`src/rtl/memory_io_pkg.sv`:
```
// Request/response word formats shared by the core data port, the data memory and the MMIO bridge.
package memory_io_pkg;

    typedef struct packed {
        logic        valid;
        logic [31:0] addr;
        logic [31:0] data;
        logic [3:0]  do_read;
        logic [3:0]  do_write;
    } memory_io_req;

    typedef struct packed {
        logic        valid;
        logic [31:0] addr;
        logic [31:0] data;
    } memory_io_rsp;

endpackage

```
`src/rtl/mmio_console_bridge.sv`:
```
// Data-port bridge owning the MMIO window: memory traffic passes through combinationally, MMIO reads answer next cycle.
// Console bytes queue in a FIFO drained by char_valid/char_ready; a push into a full FIFO is dropped unless a pop frees a slot.
module mmio_console_bridge
    import memory_io_pkg::*;
#(
    parameter int          FIFO_DEPTH  = 16,
    parameter logic [31:0] TX_ADDR     = 32'h0002_FFF8,
    parameter logic [31:0] HALT_ADDR   = 32'h0002_FFFC,
    parameter logic [31:0] STATUS_ADDR = 32'h0002_FFF4
) (
    input  logic         clk,
    input  logic         reset,
    input  memory_io_req core_req,
    output memory_io_rsp core_rsp,
    output memory_io_req mem_req,
    input  memory_io_rsp mem_rsp,
    output logic         char_valid,
    output logic [7:0]   char_data,
    input  logic         char_ready,
    output logic         halt
);

    localparam int AW = $clog2(FIFO_DEPTH);
    localparam int CW = AW + 1;

    typedef enum logic [1:0] {
        RUN,
        DRAIN,
        HALTED
    } halt_state_t;

    logic          hit_tx;
    logic          hit_halt;
    logic          hit_status;
    logic          mmio_hit;
    logic          tx_wr;
    logic          halt_wr;
    logic          mmio_rd;

    logic [CW-1:0] wptr;
    logic [CW-1:0] rptr;
    logic [CW-1:0] count;
    logic [CW-1:0] count_after;
    logic [7:0]    fifo_mem [FIFO_DEPTH];
    logic          full;
    logic          empty;
    logic          pop;
    logic          push;
    logic          overflow;
    logic          drained;

    halt_state_t   state;
    halt_state_t   state_nxt;
    logic          halt_pending;
    logic          halted;

    logic [7:0]    count8;
    logic [31:0]   status_word;
    memory_io_rsp  mmio_rsp;

    // Address decode: exact word match only, so nearby addresses still reach memory.
    assign hit_tx     = core_req.valid && (core_req.addr == TX_ADDR);
    assign hit_halt   = core_req.valid && (core_req.addr == HALT_ADDR);
    assign hit_status = core_req.valid && (core_req.addr == STATUS_ADDR);
    assign mmio_hit   = hit_tx || hit_halt || hit_status;
    assign tx_wr      = hit_tx && (core_req.do_write != 4'h0);
    assign halt_wr    = hit_halt && (core_req.do_write != 4'h0);
    assign mmio_rd    = mmio_hit && (core_req.do_read != 4'h0);

    always_comb begin
        mem_req       = core_req;
        mem_req.valid = core_req.valid && !mmio_hit;
    end

    // Console FIFO; pointers carry a wrap bit so full and empty are distinguishable.
    assign count       = wptr - rptr;
    assign full        = (count == CW'(FIFO_DEPTH));
    assign empty       = (count == '0);
    assign char_valid  = !empty;
    assign pop         = char_valid && char_ready;
    assign push        = tx_wr && (!full || pop);
    assign count_after = count + {{AW{1'b0}}, push} - {{AW{1'b0}}, pop};
    assign char_data   = empty ? 8'h00 : fifo_mem[rptr[AW-1:0]];

    always_ff @(posedge clk or negedge reset) begin
        if (!reset) begin
            wptr <= '0;
            rptr <= '0;
        end else begin
            if (push) begin
                wptr <= wptr + 1'b1;
            end
            if (pop) begin
                rptr <= rptr + 1'b1;
            end
        end
    end

    // Storage needs no reset: nothing is visible until a push moves wptr.
    always_ff @(posedge clk) begin
        if (push) begin
            fifo_mem[wptr[AW-1:0]] <= core_req.data[7:0];
        end
    end

    always_ff @(posedge clk or negedge reset) begin
        if (!reset) begin
            overflow <= 1'b0;
        end else if (tx_wr && !push) begin
            overflow <= 1'b1;
        end
    end

    // Drained looks at the post-edge occupancy so halt rises right after the final pop.
    assign drained = !push && (count_after == '0);

    always_ff @(posedge clk or negedge reset) begin
        if (!reset) begin
            state <= RUN;
        end else begin
            state <= state_nxt;
        end
    end

    always_comb begin
        state_nxt    = state;
        halt_pending = 1'b0;
        halted       = 1'b0;
        case (state)
            RUN: begin
                if (halt_wr) begin
                    state_nxt = drained ? HALTED : DRAIN;
                end
            end
            DRAIN: begin
                halt_pending = 1'b1;
                if (drained) begin
                    state_nxt = HALTED;
                end
            end
            HALTED: begin
                halt_pending = 1'b1;
                halted       = 1'b1;
            end
            default: begin
                state_nxt = RUN;
            end
        endcase
    end

    assign halt = halted;

    assign count8      = 8'(count);
    assign status_word = {15'b0, overflow, 6'b0, halt_pending, halted, count8};

    always_ff @(posedge clk or negedge reset) begin
        if (!reset) begin
            mmio_rsp <= '0;
        end else begin
            mmio_rsp.valid <= mmio_rd;
            if (mmio_rd) begin
                mmio_rsp.addr <= core_req.addr;
                mmio_rsp.data <= hit_status ? status_word : 32'h0;
            end
        end
    end

    // Each request routes to exactly one target, so the two responses never overlap.
    assign core_rsp = mmio_rsp.valid ? mmio_rsp : mem_rsp;

endmodule

```
`config.mk`:
```
export PLATFORM = sky130hd
export DESIGN_NAME = mmio_console_bridge
export DESIGN_NICKNAME = d
export VERILOG_FILES = /design/src/rtl/memory_io_pkg.sv /design/src/rtl/mmio_console_bridge.sv
export SDC_FILE = /design/constraint.sdc
export NUM_CORES = 1
export LEC_CHECK = 0
export BUFFER_PORTS_ARGS = -buffer_cell sky130_fd_sc_hd__clkbuf_2
export CORE_MARGIN = 2
export CORE_UTILIZATION = 55
export CTS_CLUSTER_DIAMETER = 150
export DETAILED_ROUTE_END_ITERATION = 6
export HOLD_SLACK_MARGIN = 0.05
export PLACE_DENSITY = 0.86
export REMOVE_ABC_BUFFERS = 1
export SKIP_CTS_REPAIR_TIMING = 1
export SLEW_MARGIN = 5
export SYNTH_ARGS = -nofsm -noshare
export SYNTH_HDL_FRONTEND = slang
export SYNTH_SLANG_ARGS = --single-unit
```
`constraint.sdc`:
```
create_clock -name clk -period 11.6 [get_ports clk]
set_input_delay 1.16 -clock clk [delete_from_list [all_inputs] [get_ports clk]]
set_output_delay 1.16 -clock clk [all_outputs]
set_load 0.05 [all_outputs]
```
==> metrics <==
DRC viols 0; Crit. Startpoint rptr[1]; Synth Area per Inst about 15 um2; setup TNS 0 ps; initial antenna violation count 0; fin crit share 0.4881; max-slew violation count 0; Switching Fraction 0.3493; 1st-iter DRT viols about 470; CP Launch Type flop; Routed WL 18920 um; clk buf depth 2; area grow syn2layout 17.87%; clock slew at reported path FFs ~70 ps; Total Routing Usage GR 0.2222; YS warnings 0; asr flop ratio synth 0.2967; post-synthesis sequential area ratio 0.5912; clock power share 0.294; GP Congestion slightly below 0.8; worst slew margin relative to its limit 0.3289; core footprint between 15000 and 20000 um2; RR Startpoint rptr[1]; Cell Area, Synth approximately 8800 um2; combinational power share 0.346; Worst setup EP type flop; # rows 46; Net count, final between 900 and 1000; num ports between 200 and 300; Pint 1324 uW; worst endpoint required time 11930 ps; r2r worst-path depth 18; RSZ-0062 raised after global routing no; Final setup violation count 0; drt wl/cell ~19 um; critical path peak fanout 19; number of synthesized flops with an enable pin between 100 and 150; clk_lat worst skew about 430 ps; Synth cell types 48; P_leak 0.004344 uW; reg2reg end state[1]; grt total ovfl 0; CTS Sinks 182; cells after synthesis approximately 600; largest net degree at the start of global routing between 60 and 70; Die X 130.4 um; share of cells above drive strength 1 0.4897; fmax roughly 180 MHz; first-pass GRT wire length around 28000 um; Via Count between 5000 and 6000; Worst EP arrival about 6000 ps; top_reg_cell synth edfxtp_1; CTS tree yes; share of power burned in registers 0.360; die area 17000 um2; Setup crit end state[1]; DR vias/cell roughly 5.4; hold path cells 1; Worst Skew between 7 and 8 ps; status complete, no violations; H-tree depth 4; router iterations before antenna repair 6; final antenna-violating net count 0; Hold Path Class reg2reg; register bit total from synthesis between 150 and 200; IO buf count 240; vias in the first global route 5046; MaxCap Viol Count 0; reg-to-reg setup timing slack a little under 6000 ps; Root Buffer clkbuf_16; area of placed instances 9733 um2; Initial Util 0.5572; Post-DP HPWL ~13000 um; Psw roughly 710 uW; Finished Cell Area 10360 um2; min cycle time layout 5662 ps; Final Hold Fails 0; cts bufs inserted 17; diode count 0; Slew @ Worst Pin slightly below 1000 ps; WS Path Type reg2reg; Peak VDD IR approximately 0.11 mV; overall die height roughly 130 um; Power Dens Cells 196.4 nW/um2
-- cell usage in the layout, fill, tap and decap left out, types with 2 or more instances in the layout --
cell type and instances:
o41ai_1 2, clkbuf_16 17, o31ai_1 6, buf_4 17, or3_1 2, nor3_1 5
fa_1 2, clkinv_8 2, clkbuf_2 240, dfrtp_1 52, nor2_1 5, a21o_1 2
xor2_1 6, dfrtp_2 2, o21ai_0 4, nor4_1 17, clkinv_4 2, o21a_1 2
nand2_1 22, nor2_2 4, mux4_2 40, or2_2 3, and2_1 25, inv_6 2
or4_1 3, mux2_2 40, nand4b_1 2, nor2b_1 25, o32ai_1 2, nand2b_1 14
nand4_1 10, xnor2_1 8, nand3_1 3, bufinv_16 2, a21oi_1 4, inv_1 20
ha_1 18, edfxtp_1 128, inv_8 6
-- critical path, cell delays in order, from the launching register on --
cell      delay, ps
dfrtp_1         850
buf_4           410
inv_1           100
ha_1            280
a21o_1          180
a21oi_1         260
xor2_1          160
ha_1            210
nand3_1         120
nor2_1          100
a2111o_1        610
ha_1            360
inv_1            40
ha_1            220
fa_1            450
xor2_1          170
or4_1           480
or2_2           310
o32ai_1         250
-- cells in the mapped netlist, types with 8 or more instances --
cell type | number | area share
and2_1 | 25 | 0.018
inv_1 | 20 | 0.0085
nand2b_1 | 14 | 0.010
nor4_1 | 17 | 0.012
clkbuf_1 | 18 | 0.0077
buf_4 | 72 | 0.062
mux4_2 | 40 | 0.10
ha_1 | 18 | 0.026
nand4_1 | 10 | 0.0071
mux2_2 | 40 | 0.051
nor2b_1 | 25 | 0.018
dfrtp_1 | 54 | 0.15
xnor2_1 | 8 | 0.0080
nand2_1 | 22 | 0.0094
edfxtp_1 | 128 | 0.44
-- power by group through the flow --
stage	combinational (uW)	clock, uW	sequential (uW)
after floorplan	474	0	771
after global placement	685	0	745
after detailed placement	703	0	745
after CTS	709	607	731
after global routing	753	634	734
final	705	598	731
-- cells by family after synthesis --
| group | Yosys count | share of synthesized area |
|---|---|---|
| compound gates | 26 | 0.02335 |
| xor+xnor | 16 | 0.01922 |
| fa+ha+maj | 20 | 0.03019 |
| buf+inv | 121 | 0.08358 |
| flops | 182 | 0.5912 |
| mux | 80 | 0.1538 |
| simple gates | 146 | 0.09867 |
-- state kept, by name (all words and copies together) (netlist names) --
| signal | cells |
|---|---|
| fifo_mem | 128 |
| mmio_rsp | 41 |
| overflow | 1 |
| rptr | 5 |
| state | 2 |
| wptr | 5 |
-- layer usage --
layer | global-route usage | vias to the layer above | wire [um]
met5 | 0 | - | 0
met4 | 0.05695 | 0 | 198
met3 | 0.06515 | 12 | 1683
met2 | 0.3634 | 279 | 9657
met1 | 0.2976 | 2638 | 7376
li1 | - | 2482 | -
-- through the flow --
step                instances  utilization  worst slack [ps]  total power [uW]  hold slack, ps
floorplan                 491            -              5980              1245           418.8
global route              996       0.6568              5459              2121           475.7
detailed placement        964       0.6172              5882              1448           438.7
CTS                       996       0.6568              5896              2048           466.4
global placement          964       0.6172              6074              1429           435.0
finish                    996       0.6568              5938              2034           460.8
-- how the worst min path moves through the flow --
stage,endpoint,start,slack [ps]
after global placement,overflow,overflow,440
after global routing,mmio_rsp[40],mmio_rsp[40],480
final,mmio_rsp[43],mmio_rsp[43],460
after detailed placement,overflow,overflow,440
after floorplan,overflow,overflow,420
after CTS,mmio_rsp[45],mmio_rsp[45],470
-- area by class of cell --
cell class              count  area [um2]
inverters                  21       78.83
repair buffers            257        1329
flip-flops and latches    182        5197
multi-input cells         288        2858
clock buffers              18       429.2
clock inverters            14       195.2
well taps                 216       270.3
fillers                  1114        5413
(Power assumes the default switching activity.)
